**src/rtl/bram_port_arbiter.sv**
```systemverilog
// Two-requester round-robin front end for a single-port block RAM.
// Optional ARB_WRITE_ECHO_EN: granted writes echo wdata back on x_rvalid/x_rdata.
module bram_port_arbiter #(
  parameter int DW = 8,
  parameter int AW = 6
) (
  input  logic          clk,
  input  logic          rst_n,
  input  logic          a_req,
  input  logic          a_we,
  input  logic [AW-1:0] a_addr,
  input  logic [DW-1:0] a_wdata,
  output logic          a_gnt,
  output logic          a_rvalid,
  output logic [DW-1:0] a_rdata,
  input  logic          b_req,
  input  logic          b_we,
  input  logic [AW-1:0] b_addr,
  input  logic [DW-1:0] b_wdata,
  output logic          b_gnt,
  output logic          b_rvalid,
  output logic [DW-1:0] b_rdata
);

  localparam int DEPTH = 1 << AW;

  logic [DW-1:0] mem [DEPTH];
  logic [DW-1:0] rd_q;
  logic [DW-1:0] a_hold;
  logic [DW-1:0] b_hold;
  logic          rr;
  logic          we;
  logic [AW-1:0] addr;
  logic [DW-1:0] wdata;
  logic          a_ret;
  logic          b_ret;

  always_comb begin
    a_gnt = rst_n & a_req & (~b_req | ~rr);
    b_gnt = rst_n & b_req & (~a_req | rr);
    we    = (a_gnt & a_we) | (b_gnt & b_we);
    addr  = b_gnt ? b_addr : a_addr;
    wdata = b_gnt ? b_wdata : a_wdata;
  end

`ifdef ARB_WRITE_ECHO_EN
  always_comb begin
    a_ret = a_gnt;
    b_ret = b_gnt;
  end
`else
  always_comb begin
    a_ret = a_gnt & ~a_we;
    b_ret = b_gnt & ~b_we;
  end
`endif

  // Write-first port: a write registers its own data, which feeds the echo.
  always_ff @(posedge clk) begin
    if (we) begin
      mem[addr] <= wdata;
      rd_q      <= wdata;
    end else begin
      rd_q <= mem[addr];
    end
  end

  always_ff @(posedge clk or negedge rst_n) begin
    if (!rst_n) begin
      rr       <= 1'b0;
      a_rvalid <= 1'b0;
      b_rvalid <= 1'b0;
      a_hold   <= '0;
      b_hold   <= '0;
    end else begin
      if (a_gnt) rr <= 1'b1;
      else if (b_gnt) rr <= 1'b0;
      a_rvalid <= a_ret;
      b_rvalid <= b_ret;
      if (a_rvalid) a_hold <= rd_q;
      if (b_rvalid) b_hold <= rd_q;
    end
  end

  // RAM output register is shared, so each port keeps its last word.
  always_comb begin
    a_rdata = a_rvalid ? rd_q : a_hold;
    b_rdata = b_rvalid ? rd_q : b_hold;
  end

endmodule

```
**config.mk**
```make
export PLATFORM = sky130hd
export DESIGN_NAME = bram_port_arbiter
export DESIGN_NICKNAME = d
export VERILOG_FILES = /design/src/rtl/bram_port_arbiter.sv
export SDC_FILE = /design/constraint.sdc
export NUM_CORES = 1
export LEC_CHECK = 0
export ABC_AREA = 1
export BUFFER_PORTS_ARGS = -buffer_cell sky130_fd_sc_hd__buf_2
export CORE_ASPECT_RATIO = 1.4
export CORE_MARGIN = 4
export CORE_UTILIZATION = 25
export CTS_CLUSTER_DIAMETER = 50
export DETAILED_ROUTE_END_ITERATION = 10
export HOLD_SLACK_MARGIN = 0.1
export PLACE_DENSITY = 0.36
export RECOVER_POWER = 100
export SETUP_SLACK_MARGIN = 0.4
export SYNTH_ARGS = -nofsm -noshare
export SYNTH_HDL_FRONTEND = slang
export SYNTH_SLANG_ARGS = --single-unit
```
**constraint.sdc**
```tcl
create_clock -name clk -period 3.2 [get_ports clk]
set_input_delay 0.64 -clock clk [delete_from_list [all_inputs] [get_ports clk]]
set_output_delay 0.64 -clock clk [all_outputs]
set_load 0.03 [all_outputs]
```
; ---- Yosys cells after proc, flatten, opt, wreduce, memory -nomap -nowiden
; Memory sizes are Yosys's and may differ from the RTL's. A register that Yosys moved wholly into a read port is not among the register bits.
; Index checks and enable logic that the tools add are counted.
[totals]
regBits = 19
ramBits = 512
input_bits = 34
output_inout_bits = 20
n_memories = 1
[op_classes]
muxes = 8
n_bitwise = 16
reduce_logical = 1
[memory_table]
columns = memory, depth, word_bits, rd, rd_clocked_by_memory_dff, write_ports, line_no
row1 = mem, 64, 8, 1, 1, 1, 27  ; logic [DW-1:0] mem [DEPTH];
[ops]
columns = op, n
row1 = 8-bit 2-to-1 mux, 3
row2 = 1-bit AND, 8
row3 = 6-bit 2-to-1 mux, 1
row4 = 1-bit NOT, 5
row5 = 1-bit 2-to-1 mux, 4
row6 = 1-bit OR, 3
row7 = 2-bit nonzero test, 1

; ---- Depth between registers and ports, before layout
[logic_depth]
ltp_word = 7
depth_mapped = 14

; ---- Worst setup path after synthesis
; No wires, ideal clock.
[synth_path]
path_type = in2reg
from = input a_req
to = memory mem[0][0] (data pin)
arrival_time_ns = 2.177
required_time_ns = 2.844
setup_slack_ns = 0.668
cell_stages = 6
path_buffers = 2
cell_sequence = inv_2 > o211ai_4 > buf_12 > clkbuf_1 > nand2_1 > nand2_1
[synth_between]
elab_chain_cells = 4
[synth_lines]
columns = element, line_no
row1 = start: declaration, 9  ; input logic a_req,
row2 = 1-bit NOT, 40  ; b_gnt = rst_n & b_req & (~a_req | rr);
row3 = 1-bit OR, 40
row4 = 1-bit AND, 40
row5 = 8-bit 2-to-1 mux, 43  ; wdata = b_gnt ? b_wdata : a_wdata;
row6 = net wdata[0], 34  ; logic [DW-1:0] wdata;
row7 = end: declaration, 27
; The timed path passes the listed nets, and every way through them passes these cells.

==> impl_results.html <==
<table>
<tr><th>Metric</th><th>Value</th></tr>
<tr><th colspan="2">Status</th></tr>
<tr><td>Result of the run</td><td>complete, but fails checks</td></tr>
<tr><td>Violations in the final reports</td><td>setup timing</td></tr>
<tr><th colspan="2">Route</th></tr>
<tr><td>Overall via count from detail_route</td><td>roughly 15000</td></tr>
<tr><td>Length of the first detailed-routing pass in iterations</td><td>5</td></tr>
<tr><td>Total wirelength of the detailed-routed design</td><td>around 74000 um</td></tr>
<tr><td>Via-per-instance ratio</td><td>4.50</td></tr>
<tr><td>Avg WL per Cell</td><td>22.4 um</td></tr>
<tr><td>First-iteration detailed-routing DRC count</td><td>1037</td></tr>
<tr><td>DRC violations left</td><td>0</td></tr>
<tr><td>Antenna Violating Nets Remaining</td><td>0</td></tr>
<tr><th colspan="2">Synth</th></tr>
<tr><td>Top cell types by occurrence after synthesis</td><td>728 x sky130_fd_sc_hd__nand2_1, 512 x sky130_fd_sc_hd__edfxtp_1, 437 x sky130_fd_sc_hd__nand3_1</td></tr>
<tr><td>Most used standard cell by instance count after synthesis</td><td>sky130_fd_sc_hd__nand2_1</td></tr>
<tr><td>Mapped Nets</td><td>about 2000</td></tr>
<tr><td>Flip-flop and latch count after synthesis</td><td>around 540</td></tr>
<tr><td>YS warnings</td><td>0</td></tr>
<tr><td>Top_reg_cell synth</td><td>sky130_fd_sc_hd__edfxtp_1</td></tr>
<tr><td>Biggest area contributors in the synthesized netlist</td><td>sky130_fd_sc_hd__edfxtp_1 70%, sky130_fd_sc_hd__nand2_1 12%, sky130_fd_sc_hd__nand3_1 9.9%, sky130_fd_sc_hd__dfrtp_1 2.2%, sky130_fd_sc_hd__nor2_1 1.2%</td></tr>
<tr><td>Number of standard cells after synthesis</td><td>1944</td></tr>
<tr><td>Share of the yosys chip area belonging to registers</td><td>72.3%</td></tr>
<tr><td>Number of library cell types mapped by synthesis</td><td>24</td></tr>
<tr><td>Post-synth EDFFs</td><td>512</td></tr>
<tr><td>Ys async rst share</td><td>under 10%</td></tr>
<tr><td>Post-synthesis cell type with the largest combined area</td><td>sky130_fd_sc_hd__edfxtp_1</td></tr>
<tr><td>Syn Std Cell Area</td><td>0.0221 mm2</td></tr>
<tr><td>Share of the synthesized area in the top cell type</td><td>69.6%</td></tr>
<tr><td>Syn_area_per_cell</td><td>about 11 um2</td></tr>
<tr><th colspan="2">Power and ir drop</th></tr>
<tr><td>Total power density per cell area</td><td>645 mW/mm2</td></tr>
<tr><td>Leak Pwr</td><td>10.5 nW</td></tr>
<tr><td>Peak supply drop</td><td>332 uV</td></tr>
<tr><th colspan="2">Setup path</th></tr>
<tr><td>Maximum fanout along the worst path</td><td>9</td></tr>
<tr><td>Signal arrival time at the worst endpoint</td><td>2690 ps</td></tr>
<tr><td>Startpoint-to-endpoint class of the critical path</td><td>flop to output pin</td></tr>
<tr><td>Req. time, crit path</td><td>between 2000 and 3000 ps</td></tr>
<tr><td>Worst reg-to-reg path cell count</td><td>6</td></tr>
<tr><td>Endpoint type of the worst setup path</td><td>output pin</td></tr>
<tr><td>Nature of the critical path startpoint</td><td>flop</td></tr>
<tr><th colspan="2">Finish</th></tr>
<tr><td>Net count of the finished layout</td><td>about 2100</td></tr>
<tr><td>Syn-to-layout area delta</td><td>28.0%</td></tr>
<tr><td># fillers</td><td>8738</td></tr>
<tr><td>Total non-filler cell area in the finished layout</td><td>roughly 0.028 mm2</td></tr>
<tr><td>Number of cells in the finished layout apart from fillers</td><td>roughly 3300</td></tr>
<tr><td>Proportion of layout cells with a drive suffix above 1</td><td>21.4%</td></tr>
<tr><th colspan="2">STA</th></tr>
<tr><td>Count of endpoints failing hold in the final timing report</td><td>0</td></tr>
<tr><td>Final worst hold slack</td><td>203 ps</td></tr>
<tr><td>Tightest Pin Transition</td><td>1180 ps</td></tr>
<tr><td>Final max-slew violation count</td><td>0</td></tr>
<tr><td>Fin crit period</td><td>between 3000 and 4000 ps</td></tr>
<tr><td>Setup TNS Final</td><td>-3770 ps</td></tr>
<tr><td>Count of final setup violators</td><td>between 80 and 90</td></tr>
<tr><td>Tcrit/Tclk final</td><td>104%</td></tr>
<tr><td>Fmax achieved</td><td>0.300 GHz</td></tr>
<tr><td>RSZ-0062 raised after global routing</td><td>yes</td></tr>
<tr><td>Worst Slack Setup Final</td><td>-128 ps</td></tr>
<tr><td>Slew Limit Headroom</td><td>roughly a fifth</td></tr>
<tr><td>Clock Skews</td><td>31.4 ps</td></tr>
<tr><th colspan="2">Place</th></tr>
<tr><td># port buffers</td><td>53</td></tr>
<tr><td>Cell total after placement</td><td>3173</td></tr>
<tr><td>Worst-case setup slack after placement</td><td>roughly 220 ps</td></tr>
<tr><td>Placed instance area</td><td>between 0.02 and 0.025 mm2</td></tr>
<tr><td>Detailed placement HPWL</td><td>about 43000 um</td></tr>
<tr><td>Placer's final routability congestion estimate</td><td>0.794</td></tr>
<tr><th colspan="2">Global routing</th></tr>
<tr><td>Number of global-route vias before repair</td><td>between 15000 and 20000</td></tr>
<tr><td>Number of antenna violations at the first check in global routing</td><td>0</td></tr>
<tr><td>Grt ovf</td><td>0</td></tr>
<tr><td>Pin count of the biggest net entering global routing</td><td>65</td></tr>
<tr><td>GR Util All Layers</td><td>15.5%</td></tr>
<tr><td>First-pass GRT wire length</td><td>106000 um</td></tr>
<tr><th colspan="2">Floorplan</th></tr>
<tr><td>Vert. Die Dim</td><td>360 um</td></tr>
<tr><td># IOs</td><td>54</td></tr>
<tr><td>Starting utilization of the core area</td><td>25.3%</td></tr>
<tr><td>Overall die area</td><td>0.0932 mm2</td></tr>
<tr><td>Width of the die</td><td>between 200 and 300 um</td></tr>
<tr><td>Placeable Area</td><td>0.0873 mm2</td></tr>
<tr><td>Total number of placement rows</td><td>128</td></tr>
<tr><th colspan="2">Clock network</th></tr>
<tr><td>TritonCTS clock tree</td><td>built</td></tr>
<tr><td>Worst-Skew Late Latency</td><td>620 ps</td></tr>
<tr><td>Clock slew at reported path FFs</td><td>60 ps</td></tr>
<tr><td>Longest Clk Path Bufs</td><td>3</td></tr>
<tr><td>Total clock sinks</td><td>about 540</td></tr>
<tr><td>Number of buffers created by CTS</td><td>67</td></tr>
<tr><td>Maximum level of the CTS H-tree</td><td>3</td></tr>
<tr><td>CTS Root Buffer Type</td><td>sky130_fd_sc_hd__clkbuf_16</td></tr>
<tr><th colspan="2">Worst hold path</th></tr>
<tr><td>Hold depth</td><td>2</td></tr>
<tr><td>Kind of path behind the tightest hold check</td><td>input pin to flop</td></tr>
<tr><th colspan="2">Job</th></tr>
<tr><td># Max-Cap Violations</td><td>0</td></tr>
</table>
[cell type report]
cell class                      count  area, um2  share of cell area (%)
Timing Repair inverter              3       50.0                   0.177
Sequential cell                   537      16000                    56.5
Clock inverter                     39        464                    1.64
Antenna cell                        1       2.50                 0.00885
Multi-Input combinational cell   1264       6010                    21.2
Timing Repair Buffer              207       2380                    8.43
Inverter                           28        126                   0.447
Clock buffer                       80       1790                    6.33
Tap cell                         1170       1460                    5.18
[per-stage QoR]
| stage | power (mW) | util [%] |
|---|---|---|
| final | 18.2 | 32.4 |
| after global routing | 19.0 | 32.4 |
| after CTS | 18.4 | 31.8 |
| after detailed placement | 10.2 | 28.1 |
| after global placement | 10.2 | 28.1 |
| after floorplan | 9.22 | - |
[critical path: stages (launching register included)]
cell and delay (ps):
sky130_fd_sc_hd__dfxtp_4 380, sky130_fd_sc_hd__buf_12 210, sky130_fd_sc_hd__clkbuf_16 210, sky130_fd_sc_hd__clkbuf_16 170
sky130_fd_sc_hd__nand2_1 60, sky130_fd_sc_hd__nand3_1 90, sky130_fd_sc_hd__nand3_2 120, sky130_fd_sc_hd__nand2_2 120
sky130_fd_sc_hd__nand2_1 70, sky130_fd_sc_hd__nand3_1 90, sky130_fd_sc_hd__nand3_2 90, sky130_fd_sc_hd__nand2_2 110
sky130_fd_sc_hd__nand2_1 70, sky130_fd_sc_hd__nand2_2 100, sky130_fd_sc_hd__buf_6 140
[layout by cell type, fill, tap and decap left out, types with 4 or more instances in the layout]
cell / n
sky130_fd_sc_hd__nand2_4: 11
sky130_fd_sc_hd__nor2_1: 69
sky130_fd_sc_hd__inv_1: 20
sky130_fd_sc_hd__nand3_2: 56
sky130_fd_sc_hd__clkbuf_16: 79
sky130_fd_sc_hd__edfxtp_1: 512
sky130_fd_sc_hd__nand3_4: 9
sky130_fd_sc_hd__o21ai_4: 4
sky130_fd_sc_hd__clkbuf_1: 13
sky130_fd_sc_hd__clkinv_4: 4
sky130_fd_sc_hd__buf_12: 21
sky130_fd_sc_hd__clkinv_2: 9
sky130_fd_sc_hd__inv_2: 6
sky130_fd_sc_hd__buf_2: 36
sky130_fd_sc_hd__clkinv_1: 7
sky130_fd_sc_hd__bufbuf_16: 4
sky130_fd_sc_hd__bufinv_16: 8
sky130_fd_sc_hd__nand2_2: 55
sky130_fd_sc_hd__dfrtp_1: 19
sky130_fd_sc_hd__inv_6: 7
sky130_fd_sc_hd__buf_6: 18
sky130_fd_sc_hd__buf_16: 17
sky130_fd_sc_hd__nand2_1: 673
sky130_fd_sc_hd__buf_4: 98
sky130_fd_sc_hd__nand3_1: 374
[layer usage]
metal	share of wire (%)	global-route usage [%]	vias up
met5	0	0	-
met4	3.0	5.26	0
met3	3.2	1.91	98
met2	53	28.9	284
met1	40	18.4	7497
li1	-	-	7098
[registers in the layout, summed over array words and instances, names as in the netlist, named ones only]
register,cells
a_rvalid,1
b_rvalid,1
a_hold,8
mem,512
b_hold,8
rr,1
[what timing repair did]
action	4_1_cts	5_1_grt
cloned	12	10
hold buffers	1	0
endpoints found under the setup margin	16	133
pin swaps	9	23
resized for setup	137	58
buffers inserted	7	6
hold endpoints to repair	19	0
[final timing paths]
check | from | end | slack, ps
setup / recovery | flop | a_rdata[2] | -130
hold / removal | b_we | b_rvalid | 200
setup reg to reg | rr | mem[21][6] | 310
hold reg to reg | a_hold[0] | a_hold[0] | 490
max in group asynchronous | rst_n | a_hold[3] | 1680
min in group asynchronous | rst_n | rr | 360
[cell families (layout without fill, tap and decap cells)]
logic type,count (synthesis),in the layout,share of synthesized area (%)
simple gates,1256,1256,24.2
flops,537,537,72.3
buf+inv,143,357,3.03
compound gates,8,8,0.510
other cells,0,1,0
[power by group]
part	leakage [nW]	internal (mW)	switching, mW
registers	4.91	7.88	0.0436
logic	4.49	0.844	1.71
clock network	1.10	4.69	3.07
No activity file was read; power rests on OpenSTA's default activity.
